**config.mk**
```make
export PLATFORM = sky130hd
export DESIGN_NAME = proc_run_monitor
export DESIGN_NICKNAME = d
export VERILOG_FILES = /design/src/rtl/proc_tb_pkg.sv /design/src/rtl/sat_counter.sv /design/src/rtl/proc_run_monitor.sv
export SDC_FILE = /design/constraint.sdc
export NUM_CORES = 1
export LEC_CHECK = 0
export CAP_MARGIN = 20
export CORE_MARGIN = 3
export CORE_UTILIZATION = 45
export CTS_CLUSTER_DIAMETER = 40
export CTS_CLUSTER_SIZE = 20
export DETAILED_ROUTE_END_ITERATION = 7
export HOLD_SLACK_MARGIN = 0.15
export PLACE_DENSITY = 0.78
export SYNTH_ARGS = -nofsm -noshare
export SYNTH_HDL_FRONTEND = slang
export SYNTH_SLANG_ARGS = --single-unit
```
**constraint.sdc**
```tcl
create_clock -name CLK -period 4.3 [get_ports CLK]
set_input_delay 0.645 -clock CLK [delete_from_list [all_inputs] [get_ports CLK]]
set_output_delay 0.645 -clock CLK [all_outputs]
set_load 0.02 [all_outputs]
```
**src/rtl/proc_tb_pkg.sv**
```systemverilog
// Shared types and default constants for the processor run monitor.
package proc_tb_pkg;

  typedef enum logic [2:0] {
    ST_IDLE,
    ST_RESET,
    ST_RUN,
    ST_DRAIN,
    ST_CHECK,
    ST_DONE
  } state_e;

  localparam int unsigned DEF_PC_W         = 64;
  localparam int unsigned DEF_DATA_W       = 64;
  localparam int unsigned DEF_CNT_W        = 16;
  localparam int unsigned DEF_RESET_CYCLES = 1;
  localparam int unsigned DEF_DRAIN_CYCLES = 1;
  localparam int unsigned DEF_TALLY_W      = 8;
  localparam logic [15:0] DEFAULT_TIMEOUT  = 16'hFF;

  function automatic int unsigned max2(input int unsigned a, input int unsigned b);
    return (a > b) ? a : b;
  endfunction

endpackage

```
**src/rtl/sat_counter.sv**
```systemverilog
// Saturating up-counter with enable and synchronous clear.
module sat_counter #(
  parameter int unsigned W = 8
) (
  input  logic         clk,
  input  logic         clr,
  input  logic         en,
  output logic [W-1:0] count
);

  always_ff @(posedge clk) begin
    if (clr)
      count <= '0;
    else if (en && (count != {W{1'b1}}))
      count <= count + W'(1);
  end

endmodule

```
**src/rtl/proc_run_monitor.sv**
```systemverilog
// Run controller and result checker: resets the processor, waits for the end PC
// or watchdog, samples write-back data and keeps pass/run tallies.
module proc_run_monitor
  import proc_tb_pkg::*;
#(
  parameter int unsigned PC_W         = DEF_PC_W,
  parameter int unsigned DATA_W       = DEF_DATA_W,
  parameter int unsigned CNT_W        = DEF_CNT_W,
  parameter int unsigned RESET_CYCLES = DEF_RESET_CYCLES,
  parameter int unsigned DRAIN_CYCLES = DEF_DRAIN_CYCLES,
  parameter int unsigned TALLY_W      = DEF_TALLY_W
) (
  input  logic               CLK,
  input  logic               reset,
  input  logic               start,
  input  logic [PC_W-1:0]    end_pc,
  input  logic [DATA_W-1:0]  expected,
  input  logic [CNT_W-1:0]   timeout,
  input  logic [PC_W-1:0]    currentpc,
  input  logic [DATA_W-1:0]  wb_data,
  output logic               proc_resetl,
  output logic               busy,
  output logic               result_valid,
  output logic               pass,
  output logic               timed_out,
  output logic [CNT_W-1:0]   cycle_count,
  output logic [TALLY_W-1:0] run_count,
  output logic [TALLY_W-1:0] pass_count,
  output logic               all_passed
);

  localparam int unsigned WAIT_MAX = max2(RESET_CYCLES, DRAIN_CYCLES);
  localparam int unsigned WAIT_W   = (WAIT_MAX > 1) ? $clog2(WAIT_MAX) : 1;

  state_e              state, state_d;
  logic [WAIT_W-1:0]   wait_cnt, wait_d;
  logic [PC_W-1:0]     end_pc_q;
  logic [DATA_W-1:0]   expected_q;
  logic [CNT_W-1:0]    timeout_q;
  logic [CNT_W-1:0]    cnt_d;
  logic                pass_d, timed_d, capture, done_entry;

  always_ff @(posedge CLK) begin
    if (reset) state <= ST_IDLE;
    else       state <= state_d;
  end

  // Next state plus the values each registered output takes on this edge.
  always_comb begin
    state_d    = state;
    wait_d     = wait_cnt;
    cnt_d      = cycle_count;
    pass_d     = pass;
    timed_d    = timed_out;
    capture    = 1'b0;
    done_entry = 1'b0;
    case (state)
      ST_IDLE, ST_DONE: begin
        if (start) begin
          state_d = ST_RESET;
          wait_d  = '0;
          cnt_d   = '0;
          pass_d  = 1'b0;
          timed_d = 1'b0;
          capture = 1'b1;
        end
      end
      ST_RESET: begin
        if (wait_cnt == WAIT_W'(RESET_CYCLES - 1)) begin
          state_d = ST_RUN;
          wait_d  = '0;
        end else begin
          wait_d = wait_cnt + WAIT_W'(1);
        end
      end
      ST_RUN: begin
        cnt_d = cycle_count + CNT_W'(1);
        // End PC takes priority over a watchdog expiring in the same cycle.
        if (currentpc >= end_pc_q) begin
          state_d = (DRAIN_CYCLES == 0) ? ST_CHECK : ST_DRAIN;
          wait_d  = '0;
        end else if ((timeout_q != '0) && (cycle_count == timeout_q - CNT_W'(1))) begin
          state_d    = ST_DONE;
          timed_d    = 1'b1;
          pass_d     = 1'b0;
          done_entry = 1'b1;
        end
      end
      ST_DRAIN: begin
        if (wait_cnt == WAIT_W'(DRAIN_CYCLES - 1)) begin
          state_d = ST_CHECK;
          wait_d  = '0;
        end else begin
          wait_d = wait_cnt + WAIT_W'(1);
        end
      end
      ST_CHECK: begin
        pass_d     = (wb_data == expected_q);
        state_d    = ST_DONE;
        done_entry = 1'b1;
      end
      default: state_d = ST_IDLE;
    endcase
  end

  always_ff @(posedge CLK) begin
    if (reset) begin
      wait_cnt     <= '0;
      end_pc_q     <= '0;
      expected_q   <= '0;
      timeout_q    <= '0;
      cycle_count  <= '0;
      pass         <= 1'b0;
      timed_out    <= 1'b0;
      result_valid <= 1'b0;
      proc_resetl  <= 1'b0;
      busy         <= 1'b0;
    end else begin
      wait_cnt     <= wait_d;
      cycle_count  <= cnt_d;
      pass         <= pass_d;
      timed_out    <= timed_d;
      result_valid <= done_entry;
      proc_resetl  <= (state_d != ST_IDLE) && (state_d != ST_RESET);
      busy         <= (state_d == ST_RESET) || (state_d == ST_RUN) ||
                      (state_d == ST_DRAIN) || (state_d == ST_CHECK);
      if (capture) begin
        end_pc_q   <= end_pc;
        expected_q <= expected;
        timeout_q  <= timeout;
      end
    end
  end

  sat_counter #(.W(TALLY_W)) u_run_count (
    .clk   (CLK),
    .clr   (reset),
    .en    (done_entry),
    .count (run_count)
  );

  sat_counter #(.W(TALLY_W)) u_pass_count (
    .clk   (CLK),
    .clr   (reset),
    .en    (done_entry && pass_d),
    .count (pass_count)
  );

  assign all_passed = (run_count != '0) && (pass_count == run_count);

endmodule

```
Word level (Yosys, flattened, before mapping)
Index checks and enable logic that the tools add are counted.
{ "classes": {"add_sub_neg": 5, "n_lt_le_gt_ge": 1, "n_mux": 24, "n_reduce_logical": 20, "eq_ne": 19} }
{ "op_table": {"columns": ["op", "count"], "rows": [
  ["64-bit == test", 1],
  ["64-bit greater-or-equal comparator", 1],
  ["16-bit case mux with 2 select lines", 1],
  ["16-bit by 1-bit adder with 16-bit output, second input constant", 1],
  ["8-bit by 1-bit adder with 8-bit output, second input constant", 2],
  ["16-bit == test", 1],
  ["16-bit two-way mux", 1],
  ["8-bit != test, second input constant", 2],
  ["16-bit nonzero test", 1],
  ["16-bit by 1-bit subtractor with 16-bit output, second input constant", 1],
  ["3-bit two-way mux", 5],
  ["3-bit case mux with 5 select lines", 1],
  ["3-bit by 2-bit == test with 1-bit output, second input constant", 4],
  ["1-bit two-way mux", 12],
  ["3-bit == test, second input constant", 3],
  ["8-bit == test", 1],
  ["2-bit != test, second input constant", 4],
  ["8-bit nonzero test", 1],
  ["3-bit by 1-bit == test with 1-bit output, second input constant", 2],
  ["1-bit logical AND", 6],
  ["1-bit case mux with 3 select lines", 2],
  ["3-bit nonzero test", 2],
  ["1-bit case mux with 2 select lines", 2],
  ["4-bit AND reduction", 1],
  ["other kinds (8)", 11]
]} }
{ "totals": {"in_bits": 275, "reg_bits": 185, "word_cells": 82, "output_inout_bits": 38} }

Longest topological paths before layout
Gate-level depths: netlist (run 1).
{ "depth": {"depth_word": 10, "mapped_depth": 11} }

Modules after synthesis
Synthesis (run 1) repeated with hierarchy kept, for this count alone.
{ "unflattened": {"hier_cells": 1311, "hier_area_um2": 10064.7} }
{ "modules_own_cells": {"columns": ["module", "seq_area_each_um2", "cells_per_inst", "area_each_um2", "n_inst"], "rows": [
  ["proc_run_monitor", 3363.2, 1219, 9203.8, 1],
  ["sat_counter", 160.2, 46, 430.4, 2]
]} }

Least setup slack after synthesis (run 1)
No wires, ideal clock.
{ "synth_timing": {"kind": "in2reg", "startpoint": "in currentpc[14]", "endpoint": "reg u_run_count.count[5]", "arrival_ns": 3.085, "required_time_ns": 4.230, "stages": 10, "slack_ns": 1.145, "cell_sequence": "ha_1 > a21oi_1 > nand2_1 > a221o_1 > o31a_1 > o41ai_4 > a41oi_2 > buf_6 > or4_1 > a21oi_1"} }
{ "synth_via": {"elab_chain_len": 4} }
{ "synth_lines": {"columns": ["item", "line_no", "text"], "rows": [
  ["start, declared", "proc_run_monitor.sv:19", "input logic [PC_W-1:0] currentpc,"],
  ["64-bit greater-or-equal comparator", "proc_run_monitor.sv:79", "if (currentpc >= end_pc_q) begin"],
  ["1-bit two-way mux", "proc_run_monitor.sv:79", null],
  ["1-bit case mux with 2 select lines", "proc_run_monitor.sv:57", "case (state)"],
  ["1-bit logical AND", "sat_counter.sv:14", "else if (en && (count != {W{1'b1}}))"],
  ["end signal, assigned", "sat_counter.sv:15", "count <= count + W'(1);"],
  ["end, declared", "sat_counter.sv:8", "output logic [W-1:0] count"]
]} }
Every way passes these cells.
A chain may end at the register's enable or synchronous reset.

Worst setup path after layout (run 1)
{ "layout_timing": {"startpoint": "in currentpc[14]", "endpoint": "reg u_run_count.count[3]"} }
Same word-level chain as after synthesis.

==> out/results.tsv, run 1 <==
metric	value	unit
leakage power	0.005241	uW
via count	9688	
Syn Inst Count	1266	
simple-gate share of the synthesized area	23.14	%
Syn Area/Cell	7.748	sq um
fin. max-slew vios	0	
chip height	153.6	um
Syn. warnings	0	
largest family of logic cells by synthesized area	simple AND/OR/NAND/NOR gates	
Area Growth Syn to Fin	39.63	%
Compound-Gate Fraction of Synth Area	15.34	%
xor/xnor share of the synthesized area	8.750	%
post-synthesis sequential area ratio	37.55	%
top cell type's share of synthesized area	37.55	%
largest net degree at the start of global routing	121	
Post-synth EDFFs	0	
first drt pass iteration count	7	
fraction of layout cells with a size suffix above 1	3.730	%
Overflow after GRT	0	
PostCTS Resize Cnt	0	
routed wire length	29.72	mm
CTS sink cnt	184	
Slew @ Worst Pin	937.2	ps
Internal Power	3168	uW
maxcap violations	0	
DIE AREA	23610	sq um
CTS max path bufs	2	
fin crit share	82.20	%
adder-cell area share of the yosys netlist	8.903	%
Synth top cells by count	nand2_1 (322), a21oi_1 (196), dfxtp_1 (184)	
Peak supply drop	253.9	uV
Port Buf Inserts	312	
gr usage total	24.41	%
Post-CTS Setup Bufs	0	
global-route wire length before repair	47.10	mm
class of the worst hold path	reg -> reg	
proportion of synthesized area in mux cells	0.7526	%
Netlist cell types	62	
area leader, netlist	dfxtp_1	
CTS tree	done	
hold-fix buffers at CTS	0	
Slew HR	37.52	%
fraction of registers with async set/reset	0	%
worst path required time	4640	ps
worst r2r dst	u_run_count.count[3]$_SDFFE_PP0P_	
DR vias/cell	5.288	
final core utilization	64.55	%
core area	21220	sq um
Total Neg Setup Slack	0	ps
sequential share of power	42.7	%
number of remaining DRC errors	0	
fin nets	1886	
CTS root buf	clkbuf_16	
Comb pwr share	22.9	%
DR iter-0 viols	584	
row count	53	
Mapped Area	9809	sq um
Max Freq	282.9	MHz
Worst R2R Start	timeout_q[0]$_SDFFE_PP0P_	
R2R depth	8	
Clock H-tree levels	4	
RePlAce Congestion	0.9098	
Yosys reg bits	184	
# setup viols final	0	
Fin Clk Skew	13.90	ps
Clk pin slew, worst setup/hold paths	70	ps
vias in the first global route	9253	
switch share	29.43	%
CP Capture Point	u_run_count.count[3]$_SDFFE_PP0P_	
Top FF cell, synth	dfxtp_1	
Crit. Startpoint	currentpc[14]	
initial antenna violation count	2	
status	complete, no violations	
clock share of power	34.3	%
CP Capture Type	register	
WL/cell	16.22	um
final antenna-violating net count	0	
Mapped Nets	1610	
Power Dens Cells	327.8	nW/um^2
most common cell in the synthesized netlist	nand2_1	
Hold Violations, Final	0	
FF-to-FF setup slack	920	ps
min Tclk post-route	3534	ps
Final HPWL DP	22.63	mm
worst skew pair latency	420	ps
WS Path Type	in -> reg	
RSZ-0062 raised after global routing	false	
Die W	153.6	um
CTS Buf Count	17	
CP Launch Type	input port	
most area-consuming cells after synthesis	dfxtp_1 (38%), nand2_1 (12%), a21oi_1 (10%)	
crit path max fanout	13	
Initial Utilization	46.23	%
crit path DAT	3870	ps
net switching power	1321	uW
Fillers	1869	
# IOs	313	
## how the worst min path moves through the flow
stage                              start                        end  slack [ps]  cells past startpoint
6_report       end_pc_q[47]$_SDFFE_PP0P_  end_pc_q[47]$_SDFFE_PP0P_         450                      2
4_1_cts        end_pc_q[63]$_SDFFE_PP0P_  end_pc_q[63]$_SDFFE_PP0P_         460                      2
5_1_grt        end_pc_q[39]$_SDFFE_PP0P_  end_pc_q[39]$_SDFFE_PP0P_         470                      2
3_5_place_dp   end_pc_q[63]$_SDFFE_PP0P_  end_pc_q[63]$_SDFFE_PP0P_         450                      2
3_3_place_gp   end_pc_q[45]$_SDFFE_PP0P_  end_pc_q[45]$_SDFFE_PP0P_         440                      2
2_1_floorplan  end_pc_q[10]$_SDFFE_PP0P_  end_pc_q[10]$_SDFFE_PP0P_         440                      2
## layout by cell type, fill, tap and decap left out, types with 17 or more instances in the layout
master	count
xnor2_1	30
nand2_1	321
nor3_1	17
nand4_1	27
nor2_1	34
dfxtp_1	184
xor2_1	68
nand3_1	38
clkdlybuf4s50_1	311
a21oi_1	196
ha_1	69
inv_1	77
clkbuf_16	17
nor4_1	19
## registers in the layout, indices dropped and copies added (netlist names), 3 cells and up
| register | count |
|---|---|
| cycle_count | 16 |
| end_pc_q | 64 |
| expected_q | 64 |
| state | 3 |
| timeout_q | 16 |
| u_pass_count.count | 8 |
| u_run_count.count | 8 |
## power by group through the flow
stage	logic, uW	registers [uW]	clock network [uW]
after floorplan	601	1930	0
after global placement	1000	1950	0
after detailed placement	1030	1960	0
after CTS	1030	1920	1590
after global routing	1150	1930	1640
final	1030	1920	1540
## stage by stage
| step | area, sq um | worst slack (ps) | total power (uW) | hold WS, ps | cells |
|---|---|---|---|---|---|
| finish | 13700 | 765.6 | 4490 | 454.2 | 1832 |
| global route | 13700 | 503.4 | 4726 | 469.7 | 1832 |
| CTS | 13690 | 731.6 | 4538 | 456.0 | 1830 |
| detailed placement | 13110 | 299.9 | 2984 | 446.3 | 1798 |
| global placement | 13110 | 365.3 | 2954 | 442.5 | 1798 |
| floorplan | 9809 | 1145 | 2533 | 436.3 | 1266 |
## per-layer routing
layer	vias up	global-route usage [%]	part of all wire, %
met1	4447	31.67	43
met4	0	7.864	2.5
li1	4851	-	-
met3	48	5.348	7.5
met2	342	40.61	48
met5	-	0	0
## cells by family (layout without fill, tap and decap cells)
| group | count (synthesis) | in the layout |
|---|---|---|
| AND/OR/NAND/NOR | 504 | 504 |
| adder cells (fa/ha/maj) | 70 | 70 |
| buffers and inverters | 141 | 430 |
| other | 0 | 2 |
| XOR/XNOR | 98 | 98 |
| AO/OA/AOI/OAI | 262 | 262 |
| multiplexers | 7 | 7 |
| flip-flops | 184 | 184 |
## layout make-up
type	count	area, sq um	area share [%]
Multi-Input combinational cell	941	5590	40.81
Clock inverter	13	137.6	1.005
Tap cell	275	344.1	2.512
Inverter	77	289.0	2.110
Timing Repair Buffer	321	3204	23.39
Sequential cell	184	3684	26.89
Antenna cell	2	5.005	0.03654
Clock buffer	19	442.9	3.234
## worst max-delay path: stages
cell and delay [ps]:
clkdlybuf4s50_1 400, ha_1 320, a21oi_1 150, nand2_1 70, a221o_1 350, o31a_1 330
o41ai_4 440, a41oi_2 400, or4_1 600, a21oi_1 160
(Power assumes the default switching activity.)
==> inputs of run 2 (changes only) <==
clock period = 3.6 ns   (was 4.3 ns; I/O delays follow)
==> run 2 against run 1 <==
Against the previous run:
- clock-buffer cell count is 2 lower
- combinational power grew 20%
- setup slack worse by 420 ps
- core utilization up 0.48 points
- final area increased by 0.75%
- highest routed layer unchanged
- sequential cell count unchanged
==> out/results.tsv, run 2 (synthesis results as in run 1) <==
metric	value	unit
status	complete, no violations	
Overflow after GRT	0	
fin. max-slew vios	0	
number of remaining DRC errors	0	
CTS root buf	clkbuf_16	
setup ws final	341.8	ps
WL/cell	16.24	um
crit path max fanout	12	
PostCTS Resize Cnt	0	
Post-CTS Setup Bufs	0	
Power Dens Cells	397.2	nW/um^2
Regs by FF count	end_pc_q x64, expected_q x64	
Total Neg Setup Slack	0	ps
CP Launch Type	register	
fin nets	1893	
Hold EP	end_pc_q[62]$_SDFFE_PP0P_	
fin crit share	90.51	%
commonest non-fill, non-tap cell in the layout	nand2_1	
crit path DAT	3610	ps
Initial Utilization	46.23	%
Die W	153.6	um
# setup viols final	0	
CTS sink cnt	184	
final antenna-violating net count	0	
largest net degree at the start of global routing	92	
Post-Place Cells	1805	
gr usage total	24.60	%
flip-flop and latch area	3684	sq um
global-route wire length before repair	47.48	mm
Area Growth Syn to Fin	40.68	%
CP Capture Type	register	
CTS max path bufs	2	
initial antenna violation count	2	
top sig layer	met4	
routed wl met2	14.39	mm
worst skew pair latency	430	ps
RSZ-0062 raised after global routing	false	
RePlAce Congestion	0.9443	
core area	21220	sq um
final core utilization	65.03	%
vias in the first global route	9347	
multi-input logic area	5590	sq um
Clock H-tree levels	4	
leakage power	0.005304	uW
hold_ws	453.1	ps
Clk pin slew, worst setup/hold paths	70	ps
Fillers	1904	
Worst R2R Start	timeout_q[8]$_SDFFE_PP0P_	
Port Buf Inserts	312	
first drt pass iteration count	5	
class of the worst hold path	reg -> reg	
# IOs	313	
worst hold path depth	2	
DR vias/cell	5.252	
CTS Buf Count	17	
Final HPWL DP	22.64	mm
CTS tree	done	
met3 routed WL	2.093	mm
routed wire length	29.86	mm
WS Path Type	reg -> reg	
dpl ws	-15.35	ps
fin cells	1839	
hold-fix buffers at CTS	0	
M1 WL	12.64	mm
worst r2r dst	u_run_count.count[6]$_SDFFE_PP0P_	
DR iter-0 viols	579	
DIE AREA	23610	sq um
FF-to-FF setup slack	340	ps
worst path required time	3960	ps
R2R depth	9	
Hold Violations, Final	0	
Max Freq	306.9	MHz
commonest non-fill, non-tap cells in the layout	nand2_1 (321), clkdlybuf4s50_1 (311), a21oi_1 (196), dfxtp_1 (184), inv_1 (77)	
min-delay src	end_pc_q[62]$_SDFFE_PP0P_	
Slew @ Worst Pin	717.1	ps
maxcap violations	0	
Peak supply drop	301.4	uV
chip height	153.6	um
row count	53	
Slew HR	52.19	%
fraction of layout cells with a size suffix above 1	4.225	%
Fin Clk Skew	13.59	ps
min Tclk post-route	3258	ps
via count	9659	
==> run 2: through the flow <==
stage / area (sq um) / power (uW)
after detailed placement: 13190 / 3579
after global routing: 13800 / 5768
final: 13800 / 5481
after global placement: 13190 / 3542
after CTS: 13790 / 5531
after floorplan: 9809 / 3025
==> run 2: layer usage <==
metal | GRT usage, % | up-vias
li1 | - | 4858
met1 | 30.84 | 4420
met2 | 42.13 | 338
met3 | 6.108 | 43
met4 | 7.023 | 0
met5 | 0 | -
==> run 2: worst max path at each step <==
stage	from	endpoint	slack (ps)	cells after the start
6_report	timeout_q[8]$_SDFFE_PP0P_	u_run_count.count[6]$_SDFFE_PP0P_	340	9
5_1_grt	timeout_q[0]$_SDFFE_PP0P_	u_run_count.count[4]$_SDFFE_PP0P_	40	11
4_1_cts	timeout_q[8]$_SDFFE_PP0P_	u_run_count.count[6]$_SDFFE_PP0P_	350	9
3_5_place_dp	currentpc[46]	u_run_count.count[6]$_SDFFE_PP0P_	-20	11
3_3_place_gp	currentpc[14]	u_run_count.count[6]$_SDFFE_PP0P_	30	12
2_1_floorplan	currentpc[14]	u_run_count.count[5]$_SDFFE_PP0P_	550	10
==> run 2: worst max-delay path, stage by stage (launching register included) <==
cell and delay (ps):
dfxtp_1 410, or4_4 560, or3_1 330, a211oi_2 240, o22ai_1 140, nor4_4 470, a41oi_2 170, buf_4 210
or4_1 520, a21oi_1 150
==> run 2: area by class of cell <==
| type | instances | share of cell area (%) |
|---|---|---|
| clock inverter | 15 | 1.306 |
| timing repair buffer | 328 | 23.78 |
| inverter | 77 | 2.094 |
| multi-input combinational | 941 | 40.51 |
| antenna | 2 | 0.03627 |
| sequential | 184 | 26.69 |
| clock buffer | 17 | 3.083 |
| tap | 275 | 2.493 |
==> run 2: report_power, final <==
| group | switching (uW) | leakage [uW] | internal (uW) | total (uW) |
|---|---|---|---|---|
| clock | 896 | 0.000294 | 1060 | 1950 |
| combinational | 621 | 0.00351 | 618 | 1240 |
| sequential | 109 | 0.00150 | 2180 | 2290 |
==> RTL change 1: new RTL, settings of run 1 <==
Remove the register `result_valid`: a continuous assignment takes its place, so the output `result_valid` follows one clock earlier.
--- a/src/rtl/proc_run_monitor.sv
+++ b/src/rtl/proc_run_monitor.sv
@@ -114,3 +114,2 @@
       timed_out    <= 1'b0;
-      result_valid <= 1'b0;
       proc_resetl  <= 1'b0;
@@ -122,3 +121,2 @@
       timed_out    <= timed_d;
-      result_valid <= done_entry;
       proc_resetl  <= (state_d != ST_IDLE) && (state_d != ST_RESET);
@@ -133,2 +131,4 @@
   end
+
+  assign result_valid = done_entry;
 
Formal check against the unedited RTL: not equivalent (a bounded check fails within 4 cycles, from zero or initial values and one cycle with reset high).
==> RTL change 1 against run 1 <==
Clock skew fell by 0.0028 ns; total power is 3.5% higher; global-route usage about the same; design area shrank 0.18%; sequential cell count down 1; worst setup slack got worse by 0.38 ns; synthesized area decreased by 0.94%; worst hold slack improved by 0.00056 ns; routed wire length decreased by 1.1%.
==> RTL change 1: results (changes against run 1) <==
| Metric | Value |
|---|---|
| WP data arrival | 3.27 ns (-0.60 ns) |
| Slew headroom | 25.39% (-12 points) |
| Met2 WL | 13.96 mm (-1.2%) |
| Crit-path max cell delay | 0.45 ns (-0.15 ns) |
| Crit path max-delay cell type | nor4_2 |
| Grt met2 use | 41.77% (+1.2 points) |
| Post-Syn Nets | 1,602 (-0.50%) |
| Initial antenna violation count | 3 (+1) |
| Leak pwr | 0.005211 uW (-0.57%) |
| Share of synthesized cell area in full adder, half adder and majority cells | 8.988% (+0.085 points) |
| Proportion of layout cells with a drive suffix above 1 | 3.985% (+0.25 points) |
| Launch point of the worst path | currentpc[49] |
| Largest net degree at the start of global routing | 135 (+12%) |
| Vias per cell | 5.256 (-0.60%) |
| Clk root buf | clkbuf_16 |
| R2R setup slack | 0.99 ns (+0.07 ns) |
| DR top layer | met5 |
| Post-CTS sizing | 1 (+1) |
| GPL Wtd Cong | 0.9026 (-0.79%) |
| Slew Limit Fails | 0 (unchanged) |
| Worst vdd ir | 0.0002568 V (+1.1%) |
| Skew final | 0.01110 ns (-0.002803 ns) |
| Metal3 WL | 2.269 mm (+2.3%) |
| DRT Pass-1 Iters | 5 (-2) |
| Compound-Gate Fraction of Synth Area | 15.40% (+0.056 points) |
| First-pass GRT wire length | 46.94 mm (-0.34%) |
| GR Util met3 | 7.531% (+2.2 points) |
| Seq/Total Area, Yosys | 37.70% (+0.15 points) |
| Reg-to-Reg End | u_run_count.count[6] |
| Hold EP | end_pc_q[57] |
| Initial drt markers | 494 (-15%) |
| Most frequent cells after synthesis | 317 x nand2_1, 194 x a21oi_1, 183 x dfxtp_1 |
| Dpl ws | -0.003932 ns (-0.3039 ns) |
| Placed Cells | 1,799 (+0.056%) |
| Synth Instances | 1,258 (-0.63%) |
| Worst Path Max Fanout | 2 (-11) |
| Post-route setup slack | 0.3858 ns (-0.3798 ns) |
| Via count | 9,640 (-0.50%) |
| Multiplexer area fraction after synthesis | 0.5279% (-0.22 points) |
| Layout Nets | 1,887 (+0.053%) |
| GRT Resource Usage Total | 24.45% (+0.039 points) |
| Status | complete, no violations |
| Post-synthesis xor/xnor area fraction | 8.653% (-0.097 points) |
| Hold Crit Start | end_pc_q[57] |
| Worst setup endpoint | result_valid |
| R2R cell count | 11 (+3) |
| Post-DP HPWL | 22.20 mm (-1.9%) |
| CTS Buffer Depth | 2 (unchanged) |
| Post-synthesis cell type count | 59 (-4.8%) |
| Met1 GRT Util | 29.24% (-2.4 points) |
| Synth area leaders | dfxtp_1 38%, nand2_1 12%, a21oi_1 10% |
| Post-Route WL | 29.41 mm (-1.1%) |
| Met1 wire length | 12.35 mm (-2.2%) |
## RTL change 1: through the flow
stage	hold slack [ns]	setup TNS [ns]	utilization [%]	instance area [um^2]	power, uW
global route	0.4733	0	64.82	13670	4910
CTS	0.4556	0	64.76	13660	4682
detailed placement	0.4463	-0.003932	62.00	13070	3130
global placement	0.4429	-0.05000	62.00	13070	3095
floorplan	0.4363	0	-	9717	2650
finish	0.4548	0	64.83	13670	4647
## RTL change 1: cell type report
cell class	instances	area, um^2
Tap cell	275	344.1
Clock buffer	19	432.9
Fill cell	1851	7416
Sequential cell	183	3664
Multi-Input combinational cell	936	5534
Timing Repair Buffer	327	3252
Clock inverter	13	145.1
Antenna cell	3	7.507
Inverter	78	292.8
## RTL change 1: power breakdown
| group | switching [uW] | leakage, uW | internal [uW] |
|---|---|---|---|
| combinational | 589 | 0.00343 | 558 |
| clock | 689 | 0.000286 | 865 |
| sequential | 106 | 0.00150 | 1840 |
==> RTL change 2: new RTL, settings of run 1 <==
Without the edit above. The package constant `DEF_CNT_W` goes from 16 to 12.
--- a/src/rtl/proc_tb_pkg.sv
+++ b/src/rtl/proc_tb_pkg.sv
@@ -14,3 +14,3 @@
   localparam int unsigned DEF_DATA_W       = 64;
-  localparam int unsigned DEF_CNT_W        = 16;
+  localparam int unsigned DEF_CNT_W        = 12;
   localparam int unsigned DEF_RESET_CYCLES = 1;
Ports: changed (resized cycle_count and timeout); port bits go from 313 to 305. No check against the original RTL was run, so the function may have changed too.
==> RTL change 2 against run 1 <==
Routed wire length shrank 6.4%; first-iteration DRC count down 34%; via count fell by 5.2%; global-route usage decreased by 0.73 points; sequential power decreased by 4%; sequential cell count shrank 8; critical path depth did not move; non-clock buffer count shrank 10; total power shrank 1.2%; design area decreased by 2.7%; largest power group unchanged; worst setup slack improved by 0.040 ns; combinational power about the same; synthesized area fell by 3.1%; synthesized cell count is 2.8% lower.
==> RTL change 2: results (changes against run 1) <==
| Metric | Value |
|---|---|
| Status | complete, no violations |
| R2R setup slack | 1.04 ns (+0.12 ns) |
| Routed WL per cell | 15.59 um (-3.9%) |
| CTS Buffer Depth | 2 (unchanged) |
| Die X | 151.4 um (-1.5%) |
| Leak pwr | 0.005016 uW (-4.3%) |
| GPL Wtd Cong | 0.8326 (-8.5%) |
| GRT Resource Usage Total | 23.68% (-0.73 points) |
| CTS Buf Count | 17 (unchanged) |
| Ys flop type | dfxtp_1 |
| Vias in the first global route | 8,930 (-3.5%) |
| Seq/Total Area, Yosys | 37.06% (-0.49 points) |
| Initial antenna violation count | 3 (+1) |
| Least-Margin Pin Slew | 0.6931 ns (-0.2441 ns) |
| I/O Buffers | 304 (-2.6%) |
| Via count | 9,181 (-5.2%) |
| Top Registers | end_pc_q: 64 flops, expected_q: 64 flops |
| First-pass GRT wire length | 43.33 mm (-8.0%) |
| Area after DPL | 0.01269 mm^2 (-3.2%) |
| Crit-path max cell delay | 0.60 ns (about the same) |
| Post-Syn Nets | 1,570 (-2.5%) |
| Most frequent cells after synthesis | 317 x nand2_1, 179 x a21oi_1, 176 x dfxtp_1 |
| CP bufs+invs | 1 (unchanged) |
| Clk root buf | clkbuf_16 |
| Initial drt markers | 384 (-34%) |
| Crit path max-delay cell type | a311oi_2 |
| WP data arrival | 3.84 ns (-0.03 ns) |
| Synthesis Warnings | 0 (unchanged) |
| Htree depth | 4 (unchanged) |
| Layout Nets | 1,839 (-2.5%) |
| Asr flop ratio synth | 0% (unchanged) |
| Post-CTS setup buffer count | 0 (unchanged) |
| Proportion of layout cells with a drive suffix above 1 | 3.770% (+0.040 points) |
| Post-synthesis cell type count | 70 (+13%) |
| DRT Pass-1 Iters | 6 (-1) |
| Largest net degree at the start of global routing | 154 (+27%) |
| Worst path top cell family by delay | compound AO/OA/AOI/OAI gates |
| Post-DP HPWL | 21.05 mm (-7.0%) |
| Worst vdd ir | 0.0002722 V (+7.2%) |
| Clk Latency, worst-skew pair | 0.42 ns (about the same) |
| Skew final | 0.01287 ns (-0.001031 ns) |
| Fillers | 1,811 (-3.1%) |
| Hold Path Class | reg2reg |
| Worst Path Max Fanout | 8 (-5) |
| Synth area leaders | dfxtp_1 37%, nand2_1 13%, a21oi_1 9.4% |
| Clock slew at reported path FFs | 0.07 ns (about the same) |
| Post-CTS sizing | 0 (unchanged) |
RTL change 2: changes by cell type after synthesis, sizes merged, moves of 6 or more:
| cell | before | now |
|---|---|---|
| a21oi | 196 | 180 |
| nand3 | 38 | 26 |
| dfxtp | 184 | 176 |
| xnor2 | 30 | 42 |
| xor2 | 68 | 50 |
| o211ai | 1 | 7 |
| o21ai | 13 | 22 |
| clkbuf | 60 | 51 |
RTL change 2: final timing paths:
kind,startpoint,end,cells after the start
hold / removal,end_pc_q[17],end_pc_q[17],2
hold reg to reg,end_pc_q[17],end_pc_q[17],2
setup / recovery,currentpc[5],u_run_count.count[4],10
setup reg to reg,timeout_q[0],u_run_count.count[4],10
RTL change 2: worst register-to-register path: cells and delay by family (launching register included):
kind	cells	cell delay, ns
AND/OR/NAND/NOR	4	1.94
flip-flops	1	0.36
AO/OA/AOI/OAI	4	0.57
buffers and inverters	1	0.08
adder cells (fa/ha/maj)	1	0.26
RTL change 2: layout make-up:
type,count,share of cell area (%)
Timing Repair Buffer,311,23.58
Clock inverter,13,1.108
Tap cell,270,2.535
Sequential cell,176,26.44
Antenna cell,2,0.03756
Clock buffer,19,3.399
Inverter,78,2.197
Multi-Input combinational cell,915,40.71
RTL change 2: layer usage:
layer | GRT usage [%] | vias to the layer above | share of wire [%]
li1 | - | 4711 | -
met1 | 27.16 | 4178 | 41
met2 | 42.01 | 259 | 49
met3 | 7.391 | 31 | 8.5
met4 | 7.208 | 2 | 1.9
met5 | 0 | - | 0.065
RTL change 2: kinds of logic after synthesis:
group,count (synthesis),synth area share [%]
simple gates,490,23.06
compound gates,255,15.34
flops,176,37.06
buf+inv,139,5.987
xor+xnor,92,8.475
fa+ha+maj,70,9.185
mux,8,0.8948
RTL change 2: power breakdown:
group,switching (uW),internal [uW],total (uW)
logic,517,511,1030
registers,88.8,1750,1840
clock network,710,855,1570
total,1320,3120,4430
RTL change 2: stage by stage:
step                      setup WS (ns)  hold WS [ns]  power [uW]  util, %  instances
after floorplan                   1.235        0.4363        2470        -       1230
after global placement           0.3801        0.4424        2879    61.94       1749
after detailed placement         0.4132        0.4469        2908    61.94       1749
after CTS                        0.8365        0.4569        4481    64.87       1781
after global routing             0.6889        0.4670        4679    65.02       1784
final                            0.8058        0.4537        4434    65.02       1784
